<file path="config.mk">
export PLATFORM = sky130hd
export DESIGN_NAME = blink_led_arbiter
export DESIGN_NICKNAME = d
export VERILOG_FILES = /design/src/rtl/blink_led_arbiter.sv
export SDC_FILE = /design/constraint.sdc
export NUM_CORES = 1
export LEC_CHECK = 0
export CORE_ASPECT_RATIO = 1.75
export CORE_MARGIN = 5
export CORE_UTILIZATION = 53
export CTS_CLUSTER_SIZE = 40
export DETAILED_ROUTE_END_ITERATION = 8
export GPL_TIMING_DRIVEN = 0
export HOLD_SLACK_MARGIN = 0.03
export PLACE_DENSITY = 0.85
export SLEW_MARGIN = 20
export SYNTH_ARGS = -nofsm -noshare
export SYNTH_HDL_FRONTEND = slang
export SYNTH_SLANG_ARGS = --single-unit
</file>
<file path="constraint.sdc">
create_clock -name clk -period 3 [get_ports clk]
set_input_delay 0.9 -clock clk [delete_from_list [all_inputs] [get_ports clk]]
set_output_delay 0.9 -clock clk [all_outputs]
set_load 0.005 [all_outputs]
</file>
<file path="src/rtl/blink_led_arbiter.sv">
// Status-LED arbiter: a synchronous prescaler paces a round-robin scheduler
// that lends the single LED to one requester for up to HOLD_FRAMES pattern
// frames, then forces one dark tick period before the next grant.
// req is level-sensitive: there is no valid/ready handshake. A request is only
// looked at in IDLE, at GAP exit, and by the owner at its own frame end.
module blink_led_arbiter #(
  parameter int NUM_REQ       = 4,
  parameter int DIV_WIDTH     = 13,
  parameter int PATTERN_WIDTH = 8,
  parameter int HOLD_FRAMES   = 4
) (
  input  logic                             clk,
  input  logic                             rst,
  input  logic [NUM_REQ-1:0]               req,
  input  logic [NUM_REQ*PATTERN_WIDTH-1:0] pattern,
  output logic [NUM_REQ-1:0]               grant,
  output logic                             busy,
  output logic                             tick,
  output logic                             led,
  output logic [1:0]                       dbg_state
);

  localparam int PTR_W = $clog2(NUM_REQ);
  localparam int BIT_W = $clog2(PATTERN_WIDTH);
  localparam int FRM_W = $clog2(HOLD_FRAMES + 1);

  localparam logic [PTR_W-1:0]     LAST_REQ  = PTR_W'(NUM_REQ - 1);
  localparam logic [BIT_W-1:0]     LAST_BIT  = BIT_W'(PATTERN_WIDTH - 1);
  localparam logic [FRM_W-1:0]     LAST_FRM  = FRM_W'(HOLD_FRAMES - 1);
  localparam logic [DIV_WIDTH-1:0] PRESC_MAX = {DIV_WIDTH{1'b1}};

  typedef enum logic [1:0] {
    ST_IDLE = 2'd0,
    ST_PLAY = 2'd1,
    ST_GAP  = 2'd2
  } state_t;

  state_t                   r_state, w_state_next;
  logic [DIV_WIDTH-1:0]     r_presc, w_presc_next;
  logic                     r_tick;
  logic [PTR_W-1:0]         r_rr_ptr, w_rr_next;
  logic [PTR_W-1:0]         r_owner, w_owner_next;
  logic [NUM_REQ-1:0]       r_grant, w_grant_next;
  logic [PATTERN_WIDTH-1:0] r_pat, w_pat_next;
  logic [BIT_W-1:0]         r_bit_idx, w_bit_next;
  logic [FRM_W-1:0]         r_frame_cnt, w_frm_next;
  logic                     r_busy, w_busy_next;
  logic                     r_led, w_led_next;

  logic [PATTERN_WIDTH-1:0] w_pat_arr [NUM_REQ];
  logic                     w_arb_found;
  logic [PTR_W-1:0]         w_arb_idx;
  logic [PTR_W-1:0]         w_arb_next_ptr;
  logic                     w_start;

  // Unpack the flat pattern bus into one slot per requester.
  always_comb begin
    for (int i = 0; i < NUM_REQ; i++) begin
      w_pat_arr[i] = pattern[i*PATTERN_WIDTH +: PATTERN_WIDTH];
    end
  end

  // Round-robin pick: lowest requester at or above rr_ptr, else lowest overall.
  // Both scans run high-to-low so the last hit is the lowest index.
  always_comb begin
    w_arb_found = 1'b0;
    w_arb_idx   = '0;
    for (int i = NUM_REQ - 1; i >= 0; i--) begin
      if (req[i]) begin
        w_arb_found = 1'b1;
        w_arb_idx   = PTR_W'(i);
      end
    end
    for (int i = NUM_REQ - 1; i >= 0; i--) begin
      if (req[i] && (PTR_W'(i) >= r_rr_ptr)) begin
        w_arb_idx = PTR_W'(i);
      end
    end
    w_arb_next_ptr = (w_arb_idx == LAST_REQ) ? '0 : w_arb_idx + PTR_W'(1);
  end

  // Next-state and next-output logic for the IDLE/PLAY/GAP scheduler.
  always_comb begin
    w_state_next = r_state;
    w_presc_next = (r_presc == PRESC_MAX) ? '0 : r_presc + DIV_WIDTH'(1);
    w_rr_next    = r_rr_ptr;
    w_owner_next = r_owner;
    w_grant_next = r_grant;
    w_pat_next   = r_pat;
    w_bit_next   = r_bit_idx;
    w_frm_next   = r_frame_cnt;
    w_busy_next  = r_busy;
    w_start      = 1'b0;

    case (r_state)
      ST_IDLE: begin
        if (w_arb_found) w_start = 1'b1;
      end
      ST_PLAY: begin
        if (r_tick) begin
          if (r_bit_idx != LAST_BIT) begin
            w_bit_next = r_bit_idx + BIT_W'(1);
          end else if ((r_frame_cnt == LAST_FRM) || !req[r_owner]) begin
            // Owner's turn is over: go dark for one full tick period.
            w_state_next = ST_GAP;
            w_grant_next = '0;
            w_busy_next  = 1'b1;
            w_presc_next = '0;
          end else begin
            // Next frame for the same owner; the pattern is re-sampled here only.
            w_frm_next = r_frame_cnt + FRM_W'(1);
            w_bit_next = '0;
            w_pat_next = w_pat_arr[r_owner];
          end
        end
      end
      ST_GAP: begin
        if (r_tick) begin
          if (w_arb_found) begin
            w_start = 1'b1;
          end else begin
            w_state_next = ST_IDLE;
            w_busy_next  = 1'b0;
          end
        end
      end
      default: begin
        w_state_next = ST_IDLE;
        w_grant_next = '0;
        w_busy_next  = 1'b0;
      end
    endcase

    // Common grant entry, shared by IDLE and GAP exit.
    if (w_start) begin
      w_state_next = ST_PLAY;
      w_owner_next = w_arb_idx;
      w_grant_next = NUM_REQ'(1) << w_arb_idx;
      w_rr_next    = w_arb_next_ptr;
      w_pat_next   = w_pat_arr[w_arb_idx];
      w_bit_next   = '0;
      w_frm_next   = '0;
      w_busy_next  = 1'b1;
      w_presc_next = '0;
    end

    w_led_next = (w_state_next == ST_PLAY) ? w_pat_next[w_bit_next] : 1'b0;
  end

  // State and output registers; every output comes straight from a flop.
  always_ff @(posedge clk or negedge rst) begin
    if (!rst) begin
      r_state     <= ST_IDLE;
      r_presc     <= '0;
      r_tick      <= 1'b0;
      r_rr_ptr    <= '0;
      r_owner     <= '0;
      r_grant     <= '0;
      r_pat       <= '0;
      r_bit_idx   <= '0;
      r_frame_cnt <= '0;
      r_busy      <= 1'b0;
      r_led       <= 1'b0;
    end else begin
      r_state     <= w_state_next;
      r_presc     <= w_presc_next;
      r_tick      <= (w_presc_next == PRESC_MAX);
      r_rr_ptr    <= w_rr_next;
      r_owner     <= w_owner_next;
      r_grant     <= w_grant_next;
      r_pat       <= w_pat_next;
      r_bit_idx   <= w_bit_next;
      r_frame_cnt <= w_frm_next;
      r_busy      <= w_busy_next;
      r_led       <= w_led_next;
    end
  end

  assign grant     = r_grant;
  assign busy      = r_busy;
  assign tick      = r_tick;
  assign led       = r_led;
  assign dbg_state = r_state;

endmodule

</file>
## After elaboration in Yosys (flattened, before gate mapping)

Index checks and enable logic that the tools add are counted.

- Bits in registers: 40
- Input port bits: 38
- Output and inout port bits: 9
- Logic and storage cells: 123

- Add/sub/neg operators: 4
- Magnitude comparators: 8
- Equal/unequal tests: 17
- Shift-type cells: 1
- Muxes and demuxes: 67
- Bitwise operators: 2
- Reductions and logical operators: 13

Operators by type and width:

| cell | number |
|---|---|
| two-way mux 13 bit | 6 |
| two-way mux 8 bit | 9 |
| binary-select mux 8 bit (select 2 bit) | 2 |
| two-way mux 2 bit | 15 |
| two-way mux 3 bit | 10 |
| == test 13 bit, second input constant | 2 |
| != test 3 bit, second input constant | 6 |
| two-way mux 4 bit | 4 |
| two-way mux 1 bit | 15 |
| adder 13 x 1 -> 13 bit, second input constant | 1 |
| case mux 4 bit (2 select lines) | 1 |
| AND reduction 4 bit | 2 |
| adder 3 x 1 -> 3 bit, second input constant | 2 |
| greater-or-equal comparator 3 bit, second input constant | 2 |
| != test 2 bit, second input constant | 3 |
| inverter 2 -> 3 bit | 2 |
| case mux 2 bit (3 select lines) | 1 |
| AND reduction 6 bit | 1 |
| == test 2 x 1 -> 1 bit, second input constant | 2 |
| == test 2 bit, second input constant | 2 |
| greater-or-equal comparator 1 x 2 -> 1 bit, first input constant | 2 |
| greater-or-equal comparator 2 bit, first input constant | 2 |
| logical AND 1 bit | 4 |
| < comparator 3 x 4 -> 1 bit, second input constant | 1 |
| 14 further kinds | 15 |

## Longest topological paths before layout

Gate-level depths: netlist of run 1.

- Word-level depth: 16
- Depth in mapped cells: 10
- Depth with buffers taken out: 9

## Worst setup path after synthesis of run 1

Ideal clock, no wire load.

- Path type: input to register
- Start point: input port req[1]
- End point: register r_led (netlist: led)
- Library setup time: 121 ps
- Arrival: 2554 ps
- Data required time: 2879 ps
- Setup slack: 325 ps
- Cell stages on the path: 8
- Path buffers: 2
- Cell sequence: nor4_2 > or3_1 > buf_2 > buf_2 > nand2_1 > o22a_1 > a221o_1 > a22o_1

- Word-level cells in the longest chain between the ends: 14
- Elaborated cells between the ends (all ways): 41
- Classes of those cells: 1 x eq/ne; 36 x mux; 1 x bitwise; 3 x reduce/logical

Ends and longest elaborated chain:

| what | RTL line | text |
|---|---|---|
| start: declaration | 14 | `input logic [NUM_REQ-1:0] req,` |
| two-way mux 2 bit (2 in series) | 69 | `if (req[i]) begin` |
| two-way mux 2 bit (4 in series) | 75 | `if (req[i] && (PTR_W'(i) >= r_rr_ptr)) begin` |
| inverter 2 -> 3 bit (not written as such) | 140 | `w_pat_next = w_pat_arr[w_arb_idx];` |
| binary-select mux 8 bit (select 2 bit) | 140 |  |
| two-way mux 8 bit (not written as such) (2 in series) | 140 |  |
| two-way mux 8 bit | 135 | `if (w_start) begin` |
| binary-select mux 1 bit (select 3 bit) | 147 | `w_led_next = (w_state_next == ST_PLAY) ? w_pat_next[w_bit_next] : 1'b0;` |
| two-way mux 1 bit (not written as such) | 147 |  |
| two-way mux 1 bit (*) | 147 |  |
| named net w_led_next | 48 | `logic r_led, w_led_next;` |
| end signal: assignment | 175 | `r_led <= w_led_next;` |
| end: declaration | 48 |  |

The timed path passes the listed nets; every way through them passes the cells marked *. The select of a mux whose other input is x is not followed.
A chain may end at the register's enable or synchronous reset.

## Final worst setup path of run 1

- Start point: input port req[3]
- End point: register r_led (netlist: led)

- Word-level cells in the longest chain between the ends: 16
- Elaborated cells between the ends (all ways): 45
- Classes of those cells: 1 x eq/ne; 40 x mux; 1 x bitwise; 3 x reduce/logical

Ends and longest elaborated chain:

| what | RTL line | text |
|---|---|---|
| two-way mux 2 bit (4 in series) | 69 |  |
| two-way mux 2 bit (*) (4 in series) | 75 |  |
| named net w_arb_idx[1] | 52 | `logic [PTR_W-1:0] w_arb_idx;` |
| inverter 2 -> 3 bit (not written as such) (*) | 140 |  |
| binary-select mux 8 bit (select 2 bit) (*) | 140 |  |
| two-way mux 8 bit (not written as such) (*) (2 in series) | 140 |  |
| two-way mux 8 bit (*) | 135 |  |
| binary-select mux 1 bit (select 3 bit) (*) | 147 |  |
| two-way mux 1 bit (not written as such) (*) | 147 |  |
| two-way mux 1 bit (*) | 147 |  |
| named net w_led_next | 48 |  |

Marks and branches as above.

==> impl_results.md, run 1 <==
* Io pins at 47
* Layout cell share with drive strength beyond 1 at 0.1618
* Cells after Synth at 283
* DP Cell Count at between 300 and 400
* Syn-to-layout area delta at 29.01%
* Commonest non-fill, non-tap cell in the layout: clkdlybuf4s50_1
* Met1 usage at 0.2483
* Setup TNS at 0 ns
* Outcome: complete, no violations
* Switch Pwr at 0.5015 mW
* Vias in the first global route at 2474
* Power after layout at around 1.6 mW
* Slew margin rel. at 0.6127
* Final setup violation count at 0
* Layer with the highest usage: met2
* Clock Sinks at 40
* Initial Utilization at 0.5418
* Met2 Resource Use GR at 0.3983
* Initial drt markers at around 170
* Commonest register cell after synthesis: dfrtp_1
* Pin count of the biggest net entering global routing at 23
* Crit. End Element: flip-flop
* Clk_skew at between 0.007 and 0.008 ns
* Routed Antenna Nets at 0
* CTS clk-pin slew, worst paths at about 0.080 ns
* Count of cell types in the netlist at 66
* Total number of vias at ~2500
* Ys async rst share at 1.000
* Tightest Hold Check Type: reg2reg
* GR Layer Usage met3 at 0.04216
* Pwr dens at approximately 450 nW/um2
* Core area at slightly below 5000 um2
* Yosys reg bits at 40
* Synth warnings at 0
* Worst Hold Path EP: r_presc[0]
* Maximum VDD drop at slightly above 400 uV
* Post-route clock period utilization at 0.9633
* Seq/Total Area, Yosys at 0.3744
* Cell-internal power at between 1 and 1.5 mW
* Die W at approximately 64 um
* Max-cap violations at 0
* Sw frac at 0.3215
* Crit path kind: in2reg
* Startpoint types: input pin
* Reg2Reg Launch Point: r_frame_cnt[0]
* CTS buffer count at 5
* Initial antenna violation count at 0
* Max Root-Sink Buffers at 2
* Post-synth EDFFs at 0
* Worst Path Max Fanout at 7
* Overflow after GRT at 0
* Clock Power Share at 0.251
* Cell Count, Final, Fillers Out at 400
* Drt pass-1 iters at 5
* R2R cell count at 9
* HP Start: r_presc[0]
* Sequential share of power at 0.448
* CTS tree: built
* CP startpoint: req[3]
* Hold depth at 1
* Via density at 6.178
* Leakage at between 1 and 1.5 nW
* Die footprint at about 6600 um2
* Combinational power share at 0.301
* Clock Tree Root: clkbuf_8
* Filler Cells Inserted at 355
* WL/cell at around 18 um
* Final nets at 393
* R2R Setup Slk at roughly 0.33 ns
* Die Span Y at slightly above 100 um
* Syn nets at between 300 and 400
* GP Congestion at about 0.88
* # rows at 34
* DRC at 0
* Tot GR Track Use at 0.2246
* Worst Tran Pin Value at just under 0.6 ns
* Min Clock Period, post-route at 2.890 ns
* Slew Limit Fails at 0
* Port buffer count at 46
* First-pass GRT wire length at ~12000 um
* Worst path arrival time at roughly 3 ns
* RR Endpoint: led
* H-tree levels at 2
* Skew-Pair Late Insertion Delay at 0.30 ns
* Final WL at between 7000 and 8000 um
* Syn_area_per_cell at about 9.4 um2
* Synthesized area at approximately 2700 um2
* Fmax at ~350 MHz
* Unrepaired setup endpoints after global routing: false
* Inserted Diodes at 0
* Post-DP HPWL at about 5300 um
* CP Data Required Time at 3.17 ns
* Highest-count cells in the layout ignoring fill and taps: clkdlybuf4s50_1 (41), dfrtp_1 (40), nand2_1 (39), nor2_1 (30), nand3_1 (18)
* Fin. Hold Viols at 0
==> flip-flops by register name, summed over array words and instances, names as in the netlist <==
name / cells
r_owner: 2
led: 1
grant: 4
dbg_state: 2
r_rr_ptr: 2
r_frame_cnt: 3
busy: 1
r_bit_idx: 3
r_presc: 13
tick: 1
r_pat: 8
==> area by class of cell <==
class,instances,area (um2),share of cell area
Clock buffer,7,96.34,0.02793
Buffer,10,58.81,0.01705
Sequential cell,40,1001,0.2902
Tap cell,54,67.56,0.01959
Inverter,8,30.03,0.008705
Timing Repair Buffer,56,550.5,0.1596
Multi-Input combinational cell,225,1645,0.4770
==> critical path, stage by stage <==
cell	delay [ns]
clkdlybuf4s15_1	0.35
nand2b_1	0.15
a21boi_1	0.15
nor3_4	0.40
inv_2	0.12
a21o_1	0.19
a32o_1	0.21
a221o_1	0.33
a22o_1	0.25
==> through the flow <==
| stage | hold WS, ns | setup WS [ns] | area, um2 | util |
|---|---|---|---|---|
| 6_report | 0.4818 | 0.1101 | 3450 | 0.6990 |
| 5_1_grt | 0.5086 | 0.007492 | 3450 | 0.6990 |
| 4_1_cts | 0.4791 | -0.02106 | 3403 | 0.6897 |
| 3_5_place_dp | 0.4695 | -0.6730 | 3224 | 0.6534 |
| 3_3_place_gp | 0.4664 | -0.6441 | 3202 | 0.6488 |
| 2_1_floorplan | 0.4384 | 0.3253 | 2674 | - |
==> power groups by stage <==
| stage | registers (mW) | clock network, mW | logic (mW) |
|---|---|---|---|
| 6_report | 0.699 | 0.392 | 0.469 |
| 5_1_grt | 0.714 | 0.412 | 0.522 |
| 4_1_cts | 0.697 | 0.391 | 0.461 |
| 3_5_place_dp | 0.706 | 0 | 0.447 |
| 3_3_place_gp | 0.703 | 0 | 0.433 |
| 2_1_floorplan | 0.690 | 0 | 0.300 |
==> cell families (layout without fill, tap and decap cells) <==
logic type / after synthesis / in the layout / share of synthesized area
flip-flops: 40 / 40 / 0.3744
AO/OA/AOI/OAI: 62 / 62 / 0.1788
buffers and inverters: 18 / 81 / 0.03088
AND/OR/NAND/NOR: 129 / 129 / 0.2461
multiplexers: 14 / 14 / 0.09172
XOR/XNOR: 11 / 11 / 0.03603
adder cells (fa/ha/maj): 9 / 9 / 0.04212
==> worst max path at each step <==
stage / end / slack [ns]
3_3_place_gp: led / -0.64
6_report: led / 0.11
5_1_grt: led / 0.007
3_5_place_dp: led / -0.67
4_1_cts: led / -0.02
2_1_floorplan: led / 0.33
==> per-layer routing <==
metal	vias to the layer above	wire length, um	share of wire
li1	1164	-	-
met4	0	266	0.037
met1	1199	2617	0.36
met3	19	401	0.056
met2	89	3905	0.54
met5	-	0	0
==> synth_stat cells, drive strengths merged, types with 2 or more instances <==
cell	number	area, um2
a32o	2	20.02
o21ai	13	65.06
nand4	2	12.51
ha	9	112.6
and3	8	50.05
nor2	31	123.9
a31oi	6	37.54
or4	2	15.01
nor2b	3	18.77
a2111oi	2	23.77
o21a	3	22.52
a22o	6	52.55
nand2b	6	37.54
nand3	18	90.09
a21o	4	30.03
a21oi	6	30.03
mux4	8	180.2
nor3	5	41.29
or3	2	12.51
buf	6	37.53
a221oi	2	17.52
mux2i	5	53.80
nor4	3	31.28
dfrtp	40	1001
inv	8	30.03
nand2	39	146.4
xor2	5	43.79
clkbuf	4	15.01
a311o	2	20.02
xnor2	6	52.55
and2	4	27.53
==> what timing repair did <==
item,in CTS,in global routing
gates resized for setup,13,8
pin swaps,3,2
hold buffers,0,0
setup endpoints to repair,11,13
cloned,0,0
hold endpoints to repair,0,0
setup buffers,6,3
Power figures use the tool's default switching activity.
==> inputs of run 2 (changes only) <==
--- a/config.mk
+++ b/config.mk
@@ -13,6 +13,7 @@
 export GPL_TIMING_DRIVEN = 0
 export HOLD_SLACK_MARGIN = 0.03
 export PLACE_DENSITY = 0.85
+export SKIP_LAST_GASP = 1
 export SLEW_MARGIN = 20
 export SYNTH_ARGS = -nofsm -noshare
 export SYNTH_HDL_FRONTEND = slang
==> results of run 2 <==
Same layout as run 1: the final DEF is identical, and so are final timing and power.
